$ cat config.mk
export PLATFORM = sky130hd
export DESIGN_NAME = instr_sequencer
export DESIGN_NICKNAME = d
export VERILOG_FILES = /design/src/rtl/cpu_pkg.sv /design/src/rtl/seq_watchdog.sv /design/src/rtl/instr_sequencer.sv
export SDC_FILE = /design/constraint.sdc
export NUM_CORES = 1
export LEC_CHECK = 0
export ABC_AREA = 1
export ABC_CLOCK_PERIOD_IN_PS = 1600
export BUFFER_PORTS_ARGS = -buffer_cell sky130_fd_sc_hd__buf_2
export CAP_MARGIN = 20
export CELL_PAD_IN_SITES_DETAIL_PLACEMENT = 1
export CELL_PAD_IN_SITES_GLOBAL_PLACEMENT = 2
export CORE_MARGIN = 8
export CORE_UTILIZATION = 27
export DETAILED_ROUTE_END_ITERATION = 6
export HOLD_SLACK_MARGIN = 0.05
export PLACE_DENSITY_LB_ADDON = 0.08
export SLEW_MARGIN = 15
export SYNTH_ARGS = -nofsm -noshare
export SYNTH_HDL_FRONTEND = slang
export SYNTH_SLANG_ARGS = --single-unit
$ cat constraint.sdc
create_clock -name clk -period 1.6 [get_ports clk]
set_clock_uncertainty 0.1 [all_clocks]
set_input_delay 0.08 -clock clk [delete_from_list [all_inputs] [get_ports clk]]
set_output_delay 0.08 -clock clk [all_outputs]
set_load 0.005 [all_outputs]
$ cat src/rtl/cpu_pkg.sv
// Shared CPU definitions: opcode values, instruction field positions and sequencer states.
package cpu_pkg;

    localparam logic [1:0] OP_MVI = 2'b00;
    localparam logic [1:0] OP_CPY = 2'b01;
    localparam logic [1:0] OP_ADD = 2'b10;
    localparam logic [1:0] OP_SUB = 2'b11;

    localparam int OPC_HI = 7;
    localparam int OPC_LO = 6;
    localparam int RX_HI  = 5;
    localparam int RX_LO  = 3;
    localparam int RY_HI  = 2;
    localparam int RY_LO  = 0;

    typedef enum logic [2:0] {
        S_IDLE      = 3'd0,
        S_FETCH     = 3'd1,
        S_WAIT_I    = 3'd2,
        S_FETCH_IMM = 3'd3,
        S_WAIT_IMM  = 3'd4,
        S_ISSUE     = 3'd5,
        S_EXEC      = 3'd6,
        S_ERR       = 3'd7
    } seq_state_t;

endpackage

$ cat src/rtl/seq_watchdog.sv
// Clearable saturating cycle counter; expire_o flags the cycle that completes TIMEOUT increments.
module seq_watchdog #(
    parameter int TIMEOUT = 15
) (
    input  logic clk,
    input  logic rst,
    input  logic clr_i,
    input  logic inc_i,
    output logic expire_o
);

    localparam int CW = $clog2(TIMEOUT + 1);

    logic [CW-1:0] cnt_q;

    always_ff @(posedge clk or negedge rst) begin
        if (!rst) begin
            cnt_q <= '0;
        end else if (clr_i) begin
            cnt_q <= '0;
        end else if (inc_i && (cnt_q != CW'(TIMEOUT))) begin
            cnt_q <= cnt_q + 1'b1;
        end
    end

    // The current increment is the TIMEOUT-th one when the count already holds TIMEOUT-1.
    assign expire_o = (cnt_q >= CW'(TIMEOUT - 1));

endmodule

$ cat src/rtl/instr_sequencer.sv
// Fetches instructions (plus MVI immediates) from program memory and hands them to the
// control unit one at a time, waiting for done before moving on.
module instr_sequencer
    import cpu_pkg::*;
#(
    parameter int N       = 8,
    parameter int AW      = 6,
    parameter int TIMEOUT = 15
) (
    input  logic          clk,
    input  logic          rst,
    input  logic          start,
    input  logic [AW:0]   prog_len,
    output logic          pm_en,
    output logic [AW-1:0] pm_addr,
    input  logic [N-1:0]  pm_rdata,
    output logic [N-1:0]  instruction,
    output logic [N-1:0]  data_in,
    output logic          run,
    input  logic          done,
    output logic          busy,
    output logic          prog_done,
    output logic          err,
    output logic [AW:0]   pc
);

    seq_state_t    state_q, state_d;
    logic [AW:0]   pc_q, pc_d, len_q, len_d, pc_inc;
    logic [N-1:0]  instr_q, instr_d, data_q, data_d;
    logic [AW-1:0] pm_addr_q;
    logic          pd_q, pd_d;
    logic          wd_clr, wd_inc, wd_expire;

    seq_watchdog #(.TIMEOUT(TIMEOUT)) u_wdog (
        .clk      (clk),
        .rst      (rst),
        .clr_i    (wd_clr),
        .inc_i    (wd_inc),
        .expire_o (wd_expire)
    );

    assign pc_inc = pc_q + 1'b1;

    always_ff @(posedge clk or negedge rst) begin
        if (!rst) begin
            state_q   <= S_IDLE;
            pc_q      <= '0;
            len_q     <= '0;
            instr_q   <= '0;
            data_q    <= '0;
            pm_addr_q <= '0;
            pd_q      <= 1'b0;
        end else begin
            state_q <= state_d;
            pc_q    <= pc_d;
            len_q   <= len_d;
            instr_q <= instr_d;
            data_q  <= data_d;
            pd_q    <= pd_d;
            if (pm_en) begin
                pm_addr_q <= pc_q[AW-1:0];
            end
        end
    end

    always_comb begin
        state_d = state_q;
        pc_d    = pc_q;
        len_d   = len_q;
        instr_d = instr_q;
        data_d  = data_q;
        pd_d    = 1'b0;
        pm_en   = 1'b0;
        run     = 1'b0;
        wd_clr  = 1'b0;
        wd_inc  = 1'b0;
        unique case (state_q)
            S_IDLE, S_ERR: begin
                if (start) begin
                    len_d = prog_len;
                    pc_d  = '0;
                    if (prog_len == '0) begin
                        pd_d    = 1'b1;
                        state_d = S_IDLE;
                    end else begin
                        state_d = S_FETCH;
                    end
                end
            end
            S_FETCH: begin
                pm_en   = 1'b1;
                state_d = S_WAIT_I;
            end
            S_WAIT_I: begin
                instr_d = pm_rdata;
                pc_d    = pc_inc;
                // An MVI in the last word has no immediate to fetch.
                if (pm_rdata[OPC_HI:OPC_LO] == OP_MVI) begin
                    state_d = (pc_inc == len_q) ? S_ERR : S_FETCH_IMM;
                end else begin
                    state_d = S_ISSUE;
                end
            end
            S_FETCH_IMM: begin
                pm_en   = 1'b1;
                state_d = S_WAIT_IMM;
            end
            S_WAIT_IMM: begin
                data_d  = pm_rdata;
                pc_d    = pc_inc;
                state_d = S_ISSUE;
            end
            S_ISSUE: begin
                run     = 1'b1;
                wd_clr  = 1'b1;
                state_d = S_EXEC;
            end
            S_EXEC: begin
                wd_inc = 1'b1;
                if (done) begin
                    if (pc_q >= len_q) begin
                        pd_d    = 1'b1;
                        state_d = S_IDLE;
                    end else begin
                        state_d = S_FETCH;
                    end
                end else if (wd_expire) begin
                    state_d = S_ERR;
                end
            end
            default: state_d = S_IDLE;
        endcase
    end

    assign pm_addr     = pm_en ? pc_q[AW-1:0] : pm_addr_q;
    assign instruction = instr_q;
    assign data_in     = data_q;
    assign prog_done   = pd_q;
    assign pc          = pc_q;
    assign err         = (state_q == S_ERR);
    assign busy        = (state_q != S_IDLE) && (state_q != S_ERR);

endmodule
==> Word-level counts from Yosys, hierarchy flattened <==
Cells that the tools add are included.
{ "totals": {"ff_bits": 44, "latch_bits": 0, "ram_bits": 0, "mem_bits_ro": 0, "input_bits": 19, "output_inout_bits": 34, "n_memories": 0} }
{ "op_classes": {"addsub": 2, "n_mul": 0, "div": 0, "order_cmp": 2, "eq_ne": 12, "n_shift": 0, "mux": 21, "n_bitwise": 0, "reduce_logical": 14} }
{ "ops": {"columns": ["op", "n"], "rows": [
  ["3-bit one-hot mux with 7 select lines", 1],
  ["3-bit 2-to-1 mux", 5],
  ["7-bit one-hot mux with 2 select lines", 1],
  ["3-bit equality test (second input constant)", 4],
  ["1-bit 2-to-1 mux", 9],
  ["4-bit 2-to-1 mux", 2],
  ["7-bit by 1-bit adder with 7-bit output (second input constant)", 1],
  ["7-bit equality test", 1],
  ["7-bit >= comparator", 1],
  ["7-bit zero test", 1],
  ["7-bit 2-to-1 mux", 1],
  ["3-bit by 2-bit equality test with 1-bit output (second input constant)", 2],
  ["6-bit 2-to-1 mux", 1],
  ["2-bit AND reduction", 3],
  ["2-bit OR reduction", 3],
  ["4-bit by 1-bit adder with 4-bit output (second input constant)", 1],
  ["4-bit >= comparator (second input constant)", 1],
  ["4-bit != test (second input constant)", 1],
  ["2-bit nonzero test", 2],
  ["3-bit by 1-bit equality test with 1-bit output (second input constant)", 1],
  ["3-bit zero test", 1],
  ["3-bit by 2-bit != test with 1-bit output (second input constant)", 1],
  ["3-bit != test (second input constant)", 1],
  ["3-bit nonzero test", 1],
  ["4 further kinds", 5]
]} }

==> Logic depth before layout (Yosys ltp) <==
Gate-level depths: netlist (run 1).
{ "depth": {"depth_word": 5, "mapped_depth": 15, "depth_no_buf": 15} }

==> Hierarchy <==
Synthesis (run 1) repeated with hierarchy kept, for this count alone.
{ "unflattened": {"hier_cells": 283, "hier_area_um2": 2307.2} }
{ "by_module_without_submodules": {"columns": ["module", "instances", "cells_each", "area_per_inst_um2"], "rows": [
  ["instr_sequencer", 1, 252, 2062.0],
  ["seq_watchdog", 1, 31, 245.2]
]} }

==> Least setup slack after synthesis (run 1) <==
Ideal clock, no wire load.
{ "synth_path": {"path_kind": "reg-to-reg", "start": "register pc_q[1], in the netlist pc[1]", "end": "register state_q[2]", "arrival_ns": 1.390, "required_time_ns": 1.383, "path_slack_ns": -0.007, "path_stages_with_launch": 13, "n_path_buf": 0, "path_cell_list": "dfrtp_1 -> ha_1 -> nand2_1 -> nor2_2 -> nand3_1 -> a21oi_1 -> nor2_1 -> nand2_1 -> nand2_1 -> nand2_1 -> nand2_1 -> nand2_1 -> nand2_1"} }
{ "synth_between": {"elab_chain_len": 5} }
{ "synth_lines": {"columns": ["element", "line_no", "rtl"], "rows": [
  ["start, declared", "instr_sequencer.sv:28", "logic [AW:0] pc_q, pc_d, len_q, len_d, pc_inc;"],
  ["start signal, assigned", "instr_sequencer.sv:55", "pc_q <= pc_d;"],
  ["7-bit by 1-bit adder with 7-bit output", "instr_sequencer.sv:42", "assign pc_inc = pc_q + 1'b1;"],
  ["7-bit equality test", "instr_sequencer.sv:99", "state_d = (pc_inc == len_q) ? S_ERR : S_FETCH_IMM;"],
  ["3-bit 2-to-1 mux", "instr_sequencer.sv:99", null],
  ["3-bit 2-to-1 mux", "instr_sequencer.sv:98", "if (pm_rdata[OPC_HI:OPC_LO] == OP_MVI) begin"],
  ["3-bit one-hot mux with 7 select lines", "instr_sequencer.sv:77", "unique case (state_q)"],
  ["end signal, assigned", "instr_sequencer.sv:54", "state_q <= state_d;"],
  ["end, declared", "instr_sequencer.sv:27", "seq_state_t state_q, state_d;"]
]} }
No other way between the ends.
A chain may end at the register's enable or synchronous reset.

==> Worst setup path in the final report (run 1) <==
{ "layout_path": {"start": "register state_q[2]", "end": "register state_q[0]"} }
{ "layout_between": {"elab_chain_len": 4} }
{ "layout_lines": {"columns": ["element", "line_no"], "rows": [
  ["3-bit equality test or 3-bit zero test (tied branches)", "instr_sequencer.sv:77"],
  ["2-bit OR reduction", "instr_sequencer.sv:77"],
  ["2-bit != test (no source line)", null],
  ["2-bit AND reduction (no source line)", null]
]} }
Parallel ways exist; a longest one is shown, timed or not.

==> results of run 1 <==
-- layout make-up --
| cell class | count | area [µm²] |
|---|---|---|
| Fill cell | 999 | 4790 |
| Sequential cell | 44 | 1110 |
| Multi-Input combinational cell | 184 | 1090 |
| Timing Repair Buffer | 102 | 692 |
| Inverter | 47 | 184 |
| Tap cell | 105 | 131 |
| Clock buffer | 6 | 82.6 |
| Clock inverter | 2 | 15.0 |
-- how the worst max path moves through the flow --
stage,start,end,slack (ps)
2_1_floorplan,pc[1],state_q[2],10
3_3_place_gp,len_q[2],state_q[0],-140
3_5_place_dp,pc[0],state_q[2],-140
4_1_cts,pc[0],state_q[2],-110
5_1_grt,pc[2],state_q[2],-180
6_report,state_q[2],state_q[0],-40
-- synth_stat cells, drive strengths merged --
master,count,share of area (%)
a211oi,2,0.68
a21o,1,0.34
a21oi,10,2.4
buf,1,0.23
clkbuf,3,0.51
dfrtp,44,50
ha,10,5.7
inv,47,8.0
nand2,78,14
nand3,16,3.6
nand4,1,0.28
nor2,18,3.3
nor3,3,0.68
nor4,1,0.28
o21ai,38,8.8
o22ai,4,1.1
or2,1,0.28
xor2,1,0.40
-- state kept, by name, summed over array words and instances, names as in the netlist --
register and flops:
data_in 8, instruction 8, len_q 7, pc 7, pm_addr_q 6, prog_done 1
state_q 3, u_wdog.cnt_q 4
-- kinds of logic after synthesis --
group,Yosys count,synth area share (%)
buffers and inverters,51,8.71
AOI/OAI and AO/OA,55,13.3
and+or+nand+nor,118,22.1
DFF,44,49.8
xor gates and xnor gates,1,0.396
adders and majority gates,10,5.66
-- routing by layer --
metal  wire, µm  up-vias  GRT usage [%]
met5          0        -              0
met4         48        0           3.62
met3        247        4           3.02
met2       3400       30           21.1
met1       3150     1020           15.8
li1           -     1099              -
-- power by group through the flow --
stage | Combinational [mW] | Sequential [mW] | Clock, mW
after floorplan | 1.48 | 1.93 | 0
after global placement | 2.91 | 1.95 | 0
after detailed placement | 2.94 | 1.96 | 0
after CTS | 3.08 | 1.95 | 0.811
after global routing | 3.83 | 2.07 | 0.840
final | 3.36 | 2.00 | 0.769
-- stage by stage --
| stage | area (µm²) | std cells | util, % |
|---|---|---|---|
| 2_1_floorplan | 2210 | 279 | - |
| 3_3_place_gp | 2820 | 462 | 34.8 |
| 3_5_place_dp | 2820 | 462 | 34.8 |
| 4_1_cts | 3120 | 488 | 38.6 |
| 5_1_grt | 3300 | 490 | 40.8 |
| 6_report | 3300 | 490 | 40.8 |
-- what timing repair did --
action | 4_1_cts | 5_1_grt
endpoints found under the hold margin | 68 | 0
buffers inserted | 0 | 2
hold buffers | 18 | 0
gates cloned | 0 | 0
pin swaps | 3 | 13
endpoints found under the setup margin | 10 | 22
gates resized for setup | 17 | 45
-- worst reg2reg max path, delay by kind of cell (launching register included) --
| family | cells | cell delay, ps |
|---|---|---|
| and+or+nand+nor | 4 | 450 |
| AOI/OAI and AO/OA | 2 | 290 |
| DFF | 1 | 500 |
| buffers and inverters | 2 | 200 |
==> results.json, run 1 <==
{
  "outcome": "complete, but fails checks",
  "violations": "setup timing",
  "ant_nets": 0,
  "io_pins": 53,
  "cts_root_buf": "clkbuf_8",
  "drive_above_1_share_pct": 37.4,
  "power.internal_mw": 3.49,
  "gr-total-overflow": 0,
  "min_to": "state_q[2]",
  "critPathMaxStageDelay_ps": 500,
  "worst_slew_pin_slew_ps": 427,
  "hold_ws_ps": 112,
  "grt_pass1_wl_um": 11600,
  "cts_buffer_depth": 2,
  "drt_iter0_drc": 24,
  "htree_levels": 2,
  "gp_congestion": 0.752,
  "p_sw_mw": 2.63,
  "regToRegSetupSlack_ps": -40,
  "grt_max_degree": 20,
  "ys_seq_area_share_pct": 49.8,
  "r2r-start": "state_q[2]",
  "grt_pass1_vias": 2323,
  "worstReg2RegEnd": "state_q[0]",
  "finalSetupTns_ps": -80.1,
  "clkLatencyLatePin_ps": 300,
  "power_frac_clock_pct": 12.6,
  "cp.arrival_ps": 1740,
  "portBuffers": 52,
  "die_w_um": 107,
  "cts_tree": "done",
  "critPathRequiredTime_ps": 1700,
  "numCtsBuffers": 5,
  "grt.total_usage_pct": 12.6,
  "seq_power_share_pct": 32.6,
  "slew_headroom_pct": 71.5,
  "max-vdd-ir-drop_mv": 0.473,
  "dieArea_mm2": 0.0113,
  "power.leakage_nw": 1.70,
  "setup_ws_ps": -40.5,
  "clock.fmax_ghz": 0.610,
  "power_mw": 6.12,
  "cpMaxStageDelayCell": "dfrtp_1",
  "finalCritPeriodShare_pct": 103,
  "avgSynthCellArea_um2": 7.93,
  "crit_family": "flip-flops",
  "swShare_pct": 42.9,
  "power_density_mw_per_mm2": 1850,
  "cp_max_fo": 5,
  "num_vias": 2153,
  "initial_utilization_pct": 27.3,
  "path_clk_slew_ps": 90,
  "area_growth_syn_to_layout_pct": 49.2,
  "cp.depth": 8,
  "mostFrequentLayoutCell": "nand2_1",
  "synthDistinctLibCells": 24,
  "diodes": 0,
  "hp-start": "pm_rdata[7]",
  "worstRegToRegCells": 8,
  "min_path_cells": 7,
  "cp-start-kind": "flip-flop",
  "netlist_area_mm2": 0.00221,
  "core_area_mm2": 0.00809,
  "p_comb_share_pct": 54.8,
  "final_hold_viol_count": 0,
  "nets": 413,
  "cts.sinks": 44,
  "synth-seq-cells": 44,
  "synth_nets": 308,
  "synthCells": 279,
  "path_class": "flip-flop to flip-flop",
  "dp_hpwl_um": 5350,
  "hold_class": "input pin to flip-flop",
  "crit_chain": "inv_2 > o21ai_2 > inv_1 > or2_1 > nand2_2 > a211oi_1 > nand2_1 > nand2_1",
  "vias_per_cell": 4.39,
  "yosys_warnings": 0,
  "wirelength_um": 6850,
  "drt_pre_antenna_iters": 4,
  "placementRows": 33,
  "final_cell_mix": "nand2_1 (65), buf_2 (52), dfrtp_1 (39)",
  "antenna_found_initial": 0,
  "grt_setup_unrepaired": "yes",
  "routedWlPerCell_um": 14.0,
  "crit_buf_inv": 2,
  "maxCapViolations": 0,
  "report.final.slew_viol_count": 0,
  "dieHeight_um": 107,
  "worst_path_most_repeated_cell": "nand2_1",
  "dpl_worst_slack_ps": -142,
  "fin_crit_ps": 1640,
  "endpoint_kind": "flip-flop",
  "drc_errors": 0,
  "setup_violations": 4
}
Power figures use the tool's default switching activity.
==> run 2, diff against run 1 <==
--- a/config.mk
+++ b/config.mk
@@ -14,6 +14,7 @@
 export CORE_MARGIN = 8
 export CORE_UTILIZATION = 27
 export DETAILED_ROUTE_END_ITERATION = 6
+export GPL_TIMING_DRIVEN = 0
 export HOLD_SLACK_MARGIN = 0.05
 export PLACE_DENSITY_LB_ADDON = 0.08
 export SLEW_MARGIN = 15
==> run 2 against run 1 <==
Against the previous run: the run still ends with setup timing left; highest routed layer unchanged; critical path depth up 4; critical path type unchanged; global-route usage up 0.32 points; combinational power about the same; clock-buffer cell count unchanged; sequential power about the same; clock power up 2.7%; hold slack better by 94 ps; final cell count down 2.4%; register-to-register slack worse by 96 ps; cell area up 0.46%; wire length up 0.48%.
==> results.json, run 2 (same netlist as run 1, synthesis figures left out) <==
{
  "mostFrequentLayoutCell": "nand2_1",
  "numCtsBuffers": 5,
  "cts.sinks": 44,
  "maxCapViolations": 0,
  "multiInputGateArea_mm2": 0.00116,
  "gr-total-overflow": 0,
  "grt_setup_unrepaired": "yes",
  "finalNonFillerCells": 478,
  "vias_per_cell": 4.43,
  "report.final.slew_viol_count": 0,
  "setup_ws_ps": -137,
  "gp_congestion": 0.715,
  "critPathMaxStageDelay_ps": 430,
  "cts_tree": "done",
  "finalInstanceArea_mm2": 0.00331,
  "drt_pre_antenna_iters": 4,
  "wirelength_um": 6880,
  "finalCritPeriodShare_pct": 109,
  "fillCellCount": 991,
  "hold_class": "input pin to async pin",
  "grt.total_usage_pct": 13.0,
  "dieHeight_um": 107,
  "clock.fmax_ghz": 0.576,
  "die_w_um": 107,
  "cts_root_buf": "clkbuf_8",
  "dp_hpwl_um": 4880,
  "diodes": 0,
  "drc_errors": 0,
  "violations": "setup timing",
  "clkLatencyLatePin_ps": 310,
  "nets": 401,
  "crit_chain": "buf_6 > clkinv_4 > ha_4 > inv_2 > a21oi_2 > o21ai_1 > nand2_1 > a21oi_2 > o21ai_1 > nand2_1 > nand2_1 > nand2_1",
  "cp.arrival_ps": 1850,
  "drive_above_1_share_pct": 37.8,
  "ant_nets": 0,
  "worst_path_most_repeated_cell": "nand2_1",
  "path_class": "flip-flop to flip-flop",
  "power_density_mw_per_mm2": 1870,
  "antenna_found_initial": 0,
  "dpl_worst_slack_ps": -329,
  "dieArea_mm2": 0.0113,
  "cts_buffer_depth": 2,
  "cpMaxStageDelayCell": "dfrtp_2",
  "fin_crit_ps": 1740,
  "final_hold_viol_count": 0,
  "grt_max_degree": 45,
  "placedCellCount": 436,
  "endpoint_kind": "flip-flop",
  "routedWlPerCell_um": 14.4,
  "placed_area_mm2": 0.00261,
  "initial_utilization_pct": 27.3,
  "seq_area_mm2": 0.00111,
  "setup_violations": 4,
  "drt_iter0_drc": 50,
  "critPathRequiredTime_ps": 1720,
  "slew_headroom_pct": 60.0,
  "hold_ws_ps": 206,
  "portBuffers": 52,
  "path_clk_slew_ps": 100,
  "cp_max_fo": 3,
  "outcome": "complete, but fails checks",
  "area_growth_syn_to_layout_pct": 49.8,
  "placementRows": 33,
  "io_pins": 53,
  "htree_levels": 2,
  "core_area_mm2": 0.00809,
  "max-vdd-ir-drop_mv": 0.582,
  "final_cell_mix": "nand2_1 (62), buf_2 (52), dfrtp_1 (39)",
  "power.leakage_nw": 1.68,
  "num_vias": 2117,
  "cp-start-kind": "flip-flop",
  "grt_pass1_wl_um": 11600,
  "grt_pass1_vias": 2355,
  "worst_slew_pin_slew_ps": 600
}
## run 2: changes by cell type in the layout (fill, tap and decap cells not counted), sizes merged
cell,delta
buf,-13
clkbuf,+1
clkinv,+1
inv,-1
## run 2: path summary, 6_finish.rpt
kind	depth (start not counted)	slack [ps]	endpoint	start
max reg2reg	12	-140	state_q[0]	pc[0]
min reg2reg	1	360	u_wdog.cnt_q[3]	u_wdog.cnt_q[3]
max	12	-140	state_q[0]	pc[0]
min in group clk	1	360	u_wdog.cnt_q[3]	u_wdog.cnt_q[3]
min	2	210	pm_addr_q[4]	rst
max in group asynchronous	2	740	state_q[2]	rst
## run 2: what timing repair did
action,4_1_cts,5_1_grt
setup buffers,11,5
hold buffers,18,0
endpoints found under the hold margin,68,0
pin swaps,13,17
gates resized for setup,49,48
setup endpoints to repair,34,46
## run 2: critical path, delay by kind of cell, from the launching register on
kind | cells | cell delay (ps)
AND/OR/NAND/NOR | 4 | 280
AO/OA/AOI/OAI | 4 | 380
adder cells (fa/ha/maj) | 1 | 250
buffers and inverters | 3 | 200
flip-flops | 1 | 430
## run 2: per-stage QoR
| step | util, % | TNS, ps | total power [mW] |
|---|---|---|---|
| final | 41.0 | -332 | 6.19 |
| after global routing | 41.0 | -1350 | 6.81 |
| after CTS | 38.8 | -1290 | 5.89 |
| after detailed placement | 32.2 | -3090 | 4.45 |
| after global placement | 32.2 | -3310 | 4.42 |
| after floorplan | - | 0 | 3.42 |
## run 2: layer usage
metal  GRT usage, %  vias up  part of all wire, %
li1               -     1082                    -
met1           14.3      997                   43
met2           23.3       31                   52
met3           3.57        7                  3.5
met4           4.42        0                  1.6
met5              0        -                    0
## run 2: where the power goes
part           leakage, nW  switching [mW]  internal, mW  total [mW]
combinational         1.08            1.89          1.49        3.38
sequential           0.552           0.416          1.61        2.03
clock               0.0434           0.440         0.351       0.790
total                 1.68            2.74          3.45        6.19
## run 2: final cells by class
| class | count | share of cell area, % |
|---|---|---|
| Clock buffer | 6 | 2.49 |
| Sequential cell | 44 | 33.4 |
| Buffer | 4 | 1.17 |
| Timing Repair Buffer | 86 | 17.8 |
| Tap cell | 105 | 3.96 |
| Clock inverter | 2 | 0.453 |
| Inverter | 47 | 5.62 |
| Multi-Input combinational cell | 184 | 35.1 |
